## src/rtl/lader_pkg.sv

```systemverilog
// Shared state codes and handshake phases for the program loader.
package lader_pkg;

  localparam int ZUSTAND_BREITE = 3;

  typedef enum logic [ZUSTAND_BREITE-1:0] {
    LEERLAUF          = 3'd0,
    GROESSE_ANFORDERN = 3'd1,
    GROESSE_WARTEN    = 3'd2,
    WORT_ANFORDERN    = 3'd3,
    WORT_WARTEN       = 3'd4,
    SCHREIBEN         = 3'd5,
    FERTIG            = 3'd6,
    FEHLER            = 3'd7
  } zustand_t;

  typedef enum logic [1:0] {
    BEREIT     = 2'd0,
    WARTE_HOCH = 2'd1,
    WARTE_TIEF = 2'd2
  } anfrage_phase_t;

endpackage

```

## src/rtl/sd_wort_anfrage.sv

```systemverilog
// One SD word read: request pulse, wait for busy to rise (with timeout), then fall.
module sd_wort_anfrage
  import lader_pkg::*;
#(
  parameter int BUSY_TIMEOUT = 255
) (
  input  logic Clock,
  input  logic Reset_n,
  input  logic Anfrage,
  input  logic SDBusy,
  output logic SDLesen,
  output logic Gueltig,
  output logic Timeout
);

  localparam int ZW = (BUSY_TIMEOUT > 1) ? $clog2(BUSY_TIMEOUT) : 1;
  // Loaded with BUSY_TIMEOUT-1 so Timeout fires BUSY_TIMEOUT edges after the request edge.
  localparam logic [ZW-1:0] START_WERT = ZW'(BUSY_TIMEOUT - 1);

  anfrage_phase_t  phase;
  logic [ZW-1:0]   zaehler;

  always_ff @(posedge Clock or negedge Reset_n) begin
    if (!Reset_n) begin
      phase   <= BEREIT;
      zaehler <= '0;
      SDLesen <= 1'b0;
    end else begin
      SDLesen <= 1'b0;
      case (phase)
        BEREIT: begin
          if (Anfrage && !SDBusy) begin
            SDLesen <= 1'b1;
            zaehler <= START_WERT;
            phase   <= WARTE_HOCH;
          end
        end
        WARTE_HOCH: begin
          if (SDBusy)
            phase <= WARTE_TIEF;
          else if (zaehler == '0)
            phase <= BEREIT;
          else
            zaehler <= zaehler - 1'b1;
        end
        WARTE_TIEF: begin
          if (!SDBusy)
            phase <= BEREIT;
        end
        default: phase <= BEREIT;
      endcase
    end
  end

  assign Gueltig = (phase == WARTE_TIEF) && !SDBusy;
  assign Timeout = (phase == WARTE_HOCH) && !SDBusy && (zaehler == '0);

endmodule

```

## src/rtl/programm_lader.sv

```systemverilog
// Boot loader: reads a size header and N words from SD and writes them to RAM 0..N-1.
// LEERLAUF idle | *_ANFORDERN request read | *_WARTEN await word | SCHREIBEN RAM write | FERTIG/FEHLER terminal
module programm_lader
  import lader_pkg::*;
#(
  parameter int RAM_WORTE       = 1024,
  parameter int SD_STARTADRESSE = 0,
  parameter int BUSY_TIMEOUT    = 255
) (
  input  logic        Clock,
  input  logic        Reset_n,
  input  logic        Start,
  output logic [31:0] SDAdresse,
  output logic        SDLesen,
  input  logic [31:0] SDDaten,
  input  logic        SDBusy,
  output logic [15:0] RAMAdresse,
  output logic [31:0] RAMDaten,
  output logic        RAMSchreiben,
  output logic        CPUReset,
  output logic        Fertig,
  output logic        Fehler,
  output logic [2:0]  Zustand
);

  logic [1:0]  rstSync;
  logic        laufFrei;
  zustand_t    zustand;
  logic [31:0] restAnzahl;
  logic        anfrage;
  logic        gueltig;
  logic        timeout;

  always_ff @(posedge Clock or negedge Reset_n) begin
    if (!Reset_n) rstSync <= 2'b00;
    else          rstSync <= {rstSync[0], 1'b1};
  end
  assign laufFrei = rstSync[1];

  assign anfrage = (zustand == GROESSE_ANFORDERN) || (zustand == WORT_ANFORDERN);
  assign Zustand = zustand;

  sd_wort_anfrage #(
    .BUSY_TIMEOUT(BUSY_TIMEOUT)
  ) uAnfrage (
    .Clock   (Clock),
    .Reset_n (Reset_n),
    .Anfrage (anfrage),
    .SDBusy  (SDBusy),
    .SDLesen (SDLesen),
    .Gueltig (gueltig),
    .Timeout (timeout)
  );

  always_ff @(posedge Clock or negedge Reset_n) begin
    if (!Reset_n) begin
      zustand      <= LEERLAUF;
      SDAdresse    <= '0;
      RAMAdresse   <= '0;
      RAMDaten     <= '0;
      RAMSchreiben <= 1'b0;
      CPUReset     <= 1'b1;
      Fertig       <= 1'b0;
      Fehler       <= 1'b0;
      restAnzahl   <= '0;
    end else begin
      RAMSchreiben <= 1'b0;
      case (zustand)
        LEERLAUF: begin
          if (laufFrei && Start) begin
            SDAdresse <= 32'(SD_STARTADRESSE);
            zustand   <= GROESSE_ANFORDERN;
          end
        end
        GROESSE_ANFORDERN: if (!SDBusy) zustand <= GROESSE_WARTEN;
        GROESSE_WARTEN: begin
          if (timeout) begin
            zustand <= FEHLER;
            Fehler  <= 1'b1;
          end else if (gueltig) begin
            restAnzahl <= SDDaten;
            if (SDDaten == 32'd0) begin
              zustand  <= FERTIG;
              Fertig   <= 1'b1;
              CPUReset <= 1'b0;
            end else if (SDDaten > 32'(RAM_WORTE)) begin
              zustand <= FEHLER;
              Fehler  <= 1'b1;
            end else begin
              SDAdresse  <= 32'(SD_STARTADRESSE) + 32'd1;
              RAMAdresse <= '0;
              zustand    <= WORT_ANFORDERN;
            end
          end
        end
        WORT_ANFORDERN: if (!SDBusy) zustand <= WORT_WARTEN;
        WORT_WARTEN: begin
          if (timeout) begin
            zustand <= FEHLER;
            Fehler  <= 1'b1;
          end else if (gueltig) begin
            RAMDaten     <= SDDaten;
            RAMSchreiben <= 1'b1;
            zustand      <= SCHREIBEN;
          end
        end
        SCHREIBEN: begin
          restAnzahl <= restAnzahl - 32'd1;
          if (restAnzahl == 32'd1) begin
            zustand  <= FERTIG;
            Fertig   <= 1'b1;
            CPUReset <= 1'b0;
          end else begin
            SDAdresse  <= SDAdresse + 32'd1;
            RAMAdresse <= RAMAdresse + 16'd1;
            zustand    <= WORT_ANFORDERN;
          end
        end
        FERTIG, FEHLER: ;
        default: zustand <= LEERLAUF;
      endcase
    end
  end

endmodule

```

## config.mk

```make
export PLATFORM = sky130hd
export DESIGN_NAME = programm_lader
export DESIGN_NICKNAME = d
export VERILOG_FILES = /design/src/rtl/lader_pkg.sv /design/src/rtl/sd_wort_anfrage.sv /design/src/rtl/programm_lader.sv
export SDC_FILE = /design/constraint.sdc
export NUM_CORES = 1
export LEC_CHECK = 0
export ABC_CLOCK_PERIOD_IN_PS = 7730
export CORE_MARGIN = 1.5
export CORE_UTILIZATION = 59
export CTS_BUF_LIST = sky130_fd_sc_hd__clkbuf_8
export CTS_CLUSTER_SIZE = 25
export DETAILED_ROUTE_END_ITERATION = 10
export GPL_ROUTABILITY_DRIVEN = 0
export PLACE_DENSITY = 0.95
export SETUP_SLACK_MARGIN = 0.1
export SKIP_CTS_REPAIR_TIMING = 1
export SLEW_MARGIN = 15
export SYNTH_ARGS = -nofsm -noshare
export SYNTH_HDL_FRONTEND = slang
export SYNTH_SLANG_ARGS = --single-unit
```

## constraint.sdc

```tcl
create_clock -name Clock -period 7.73 [get_ports Clock]
set_clock_uncertainty 0.15 [all_clocks]
set_input_delay 1.546 -clock Clock [delete_from_list [all_inputs] [get_ports Clock]]
set_output_delay 1.546 -clock Clock [all_outputs]
set_load 0.02 [all_outputs]
```

==> impl_summary.md <==
Critical path
The required time of the critical path is a little under 8 ns. The largest incremental delay on the critical path is 0.82 ns. The cell type group with the largest total delay on the critical path is simple AND/OR/NAND/NOR gates. The standard cell with the maximum stage delay on the critical path is sky130_fd_sc_hd__nand3_1. The kind of critical path is in -> reg. The worst-case reg-to-reg path depth is 7. The arrival time of data at the critical path endpoint is approximately 4.7 ns. The kind of end point of the critical path is a register. The reg-to-reg setup timing slack is 4.19 ns. Of all nets on the critical path, the largest fanout is 29.

The end of the worst register-to-register path is SDAdresse[8]. Walking the worst path, the cells encountered are clkdlybuf4s50_1 > nor4_1 > nand2_1 > o31ai_2 > nand3_1 > or4_1 > a21oi_1. The worst register-to-register path begins at Zustand[2]. The worst setup path is launched from a primary input. The total buffers and inverters traversed by the critical path is 1.

Timing
The final setup violation count is 0. The portion of the clock cycle consumed by the worst path in the final layout is between 50% and 60%. Setup repair after global routing left no endpoint under its margin. The final hold slack is just over 0.2 ns. The count of final max-slew check failures came to 0. The final hold violation count is 0. The achievable frequency is 221 MHz. In this run the tightest slew margin relative to its limit is 32.1%.

The final period demand of the worst path is 4.52 ns. The actual slew at the worst max-slew pin is 1.02 ns. The final total negative setup slack is 0 ns. Across all setup checks in the final design, the least slack found is 3.21 ns.

Logic synthesis
In the post-synthesis netlist, the biggest area contributors are sky130_fd_sc_hd__dfrtp_1 47%, sky130_fd_sc_hd__nand2_1 8.5%, sky130_fd_sc_hd__a21oi_1 3.9%. The leading area contributor after synthesis is sky130_fd_sc_hd__dfrtp_1. The number of nets handed over by synthesis was 840. The number of distinct standard cells referenced by the synthesized netlist is 70. Averaged over all synthesized cells, the footprint is 8.71 um^2. The commonest register cell after synthesis is sky130_fd_sc_hd__dfrtp_1.

The synthesized design contains 0 enable-type register cells. The synthesized cell area is 6960 um^2. The area share of the leading cell type in the synthesized netlist is about 47%.

The Yosys step of the flow raised 0 warnings. Counting every instance in the synthesized netlist gives 799. In the synthesized netlist the async set-or-reset flop fraction comes to 100%. The sequential fraction of the synthesis area is approximately 48%. The synthesized flop and latch total is between 100 and 150.

Detailed routing
The first-pass iteration count of the detailed router is 6. After detailed routing, the total wire length is 18,900 um. Signal routing reaches up to met4.

After detailed routing, the number of vias per cell comes to 6.53. The met3 wirelength from detailed routing is 1900 um. The iteration-0 DRC count of the detailed router is 824. The number of design rule violations left after detail routing is 0. The count of nets left with antenna violations once routing finished came out at 0.

The routed layout has between 6,000 and 7,000 vias. In the final routed layout, each cell accounts on average for 17.7 um. Wire segments on met2 add up to 8810 um in the final route. In the final routing, the length of wire on met1 measures 7670 um.

Finish
Excluding fillers, the count of instances in the completed layout stands at 1,064. Cells with a size suffix above 1 make up 6.51% of the layout. The number of antenna diodes in the final layout is 0. The final net count is 949. Relative to the synthesized area, the layout overhead comes to 24.3%.

Floorplan
The chip width is 112 um. From bottom edge to top edge, the die measures 112 um. The number of top-level pins is about 120. The starting density of the core is 60.7%. The floorplan core area is 11,500 um^2. The number of placement rows is 39. The die footprint is about 12,000 um^2.

Hold path
The worst hold path passes through 0 cells. The worst min-delay path startpoint is rstSync[0]. The path class of the tightest hold or removal check is reg -> reg. The path with the worst hold slack has its endpoint at rstSync[1].

Clock tree
TritonCTS built the clock tree. The insertion delay to the later sink of the worst-skew pair is 0.46 ns. The buffer cell driving the clock tree root is sky130_fd_sc_hd__clkbuf_8. In this run the number of H-tree levels came out at 4.

In this run, CTS created clock tree buffers numbering 17. The longest clock path from root to sink contains 2 buffers. Clock tree synthesis found a total of 132 sinks. Clock-pin slew was measured on the worst setup and hold paths at 0.07 ns.

GRT
The initial antenna violation count is 0. The first global-routing pass estimated between 30,000 and 40,000 um of wire. The number of global-route vias before repair was 6,238. The all-layer global routing usage is a little under a third. The total congestion overflow is 0. Entering global routing, the biggest net connects 81 pins.

Placed design
Detailed placement finished with a half-perimeter wire length of 12,700 um. The count of input and output buffers is approximately 120. Prior to clock tree synthesis, the placed netlist has a worst setup slack of between 2 and 3 ns. The number of placed instances, taps included is 1,032.

Run
The number of maximum-capacitance violations is 0.

Run status
The run finished with clean final reports.

Pwr
In this run the power density over the cells is 337 nW/um^2. The leakage dissipation is 3.49 nW. The worst-case IR drop observed on VDD is 0.000293 V.
cell type report:
class / count / area (um^2)
Tap cell: 143 / 179
Fill cell: 785 / 2820
Clock buffer: 22 / 303
Multi-Input combinational cell: 612 / 3430
Clock inverter: 10 / 92.6
Sequential cell: 132 / 3300
Inverter: 14 / 52.6
Timing Repair Buffer: 131 / 1290
per-stage QoR:
stage               power, W  cell area, um^2  util, %
floorplan            0.00180             6960        -
global placement     0.00227             8250     71.9
detailed placement   0.00232             8250     71.9
CTS                  0.00291             8640     75.4
global route         0.00307             8650     75.4
finish               0.00291             8650     75.4
layout by cell type (no fill, tap or decap), types with 3 or more instances in the layout:
cell / count
sky130_fd_sc_hd__or4_1: 17
sky130_fd_sc_hd__o22a_1: 3
sky130_fd_sc_hd__or4_4: 3
sky130_fd_sc_hd__and3_1: 8
sky130_fd_sc_hd__clkbuf_8: 22
sky130_fd_sc_hd__nor2b_1: 5
sky130_fd_sc_hd__o31ai_1: 22
sky130_fd_sc_hd__xor2_1: 4
sky130_fd_sc_hd__o21a_1: 5
sky130_fd_sc_hd__a211o_1: 4
sky130_fd_sc_hd__nand3_1: 41
sky130_fd_sc_hd__o22ai_1: 4
sky130_fd_sc_hd__o21ai_1: 4
sky130_fd_sc_hd__clkdlybuf4s50_1: 122
sky130_fd_sc_hd__ha_1: 5
sky130_fd_sc_hd__a31oi_1: 8
sky130_fd_sc_hd__inv_1: 20
sky130_fd_sc_hd__and4_1: 5
sky130_fd_sc_hd__o21ai_0: 54
sky130_fd_sc_hd__o221a_2: 4
sky130_fd_sc_hd__or3_1: 22
sky130_fd_sc_hd__a311oi_1: 8
sky130_fd_sc_hd__nand2b_1: 10
sky130_fd_sc_hd__and2_1: 9
sky130_fd_sc_hd__a21oi_1: 54
sky130_fd_sc_hd__dfrtp_1: 131
sky130_fd_sc_hd__and3b_1: 3
sky130_fd_sc_hd__a221o_1: 3
sky130_fd_sc_hd__or2_2: 3
sky130_fd_sc_hd__nor2_1: 53
sky130_fd_sc_hd__nand2_1: 157
sky130_fd_sc_hd__nor4_1: 18
sky130_fd_sc_hd__nand4_1: 9
sky130_fd_sc_hd__nor3_1: 20
sky130_fd_sc_hd__a211oi_1: 4
sky130_fd_sc_hd__buf_4: 9
worst reg2reg max path, delay by kind of cell (launching register included):
kind / cells / cell delay, ns
AOI/OAI and AO/OA: 1 / 0.16
buffers and inverters: 1 / 0.39
DFF: 1 / 0.55
and+or+nand+nor: 5 / 2.19
registers in the layout, summed over array words and instances (netlist names):
name              cells
uAnfrage.zaehler      8
restAnzahl           32
uAnfrage.phase        2
Fertig                1
CPUReset              1
RAMAdresse           16
RAMSchreiben          1
rstSync               2
Fehler                1
RAMDaten             32
uAnfrage.SDLesen      1
Zustand               3
SDAdresse            32
cells in the mapped netlist, types with 9 or more instances:
cell and count:
sky130_fd_sc_hd__clkbuf_1 31, sky130_fd_sc_hd__nor4_1 18, sky130_fd_sc_hd__or4_1 17, sky130_fd_sc_hd__nand2b_1 10
sky130_fd_sc_hd__and2_1 9, sky130_fd_sc_hd__a21oi_1 54, sky130_fd_sc_hd__nand3_1 41, sky130_fd_sc_hd__nand2_1 157
sky130_fd_sc_hd__or3_1 22, sky130_fd_sc_hd__nor2_1 54, sky130_fd_sc_hd__nor3_1 20, sky130_fd_sc_hd__nand4_1 9
sky130_fd_sc_hd__o31ai_1 22, sky130_fd_sc_hd__o21ai_0 54, sky130_fd_sc_hd__inv_1 14, sky130_fd_sc_hd__dfrtp_1 131
routing by layer:
layer  GRT usage, %  up-vias
met5           2.35        -
li1               -     3137
met1           41.4     3313
met3           7.46       57
met4           12.7        0
met2           47.8      444
worst max path at each step:
stage,startpoint,end,cells past startpoint
3_5_place_dp,SDDaten[24],SDAdresse[8],7
3_3_place_gp,SDDaten[13],SDAdresse[6],7
2_1_floorplan,SDDaten[24],SDAdresse[11],7
5_1_grt,SDDaten[25],SDAdresse[6],7
4_1_cts,SDDaten[24],SDAdresse[8],7
6_report,SDDaten[24],SDAdresse[8],7
cell families after synthesis:
group | after synthesis | synth area share (%)
other | 1 | 0.0539
AOI/OAI and AO/OA | 198 | 18.2
adders and majority gates | 5 | 0.899
xor gates and xnor gates | 5 | 0.629
buffers and inverters | 55 | 3.36
and+or+nand+nor | 403 | 29.4
DFF | 132 | 47.5
report_power, final:
part / switching (W) / internal (W) / leakage [nW]
Sequential: 0.000296 / 0.000935 / 1.61
Combinational: 0.000607 / 0.000500 / 1.66
Clock: 0.000255 / 0.000322 / 0.226
Total: 0.00116 / 0.00176 / 3.49
Power figures use the tool's default switching activity.
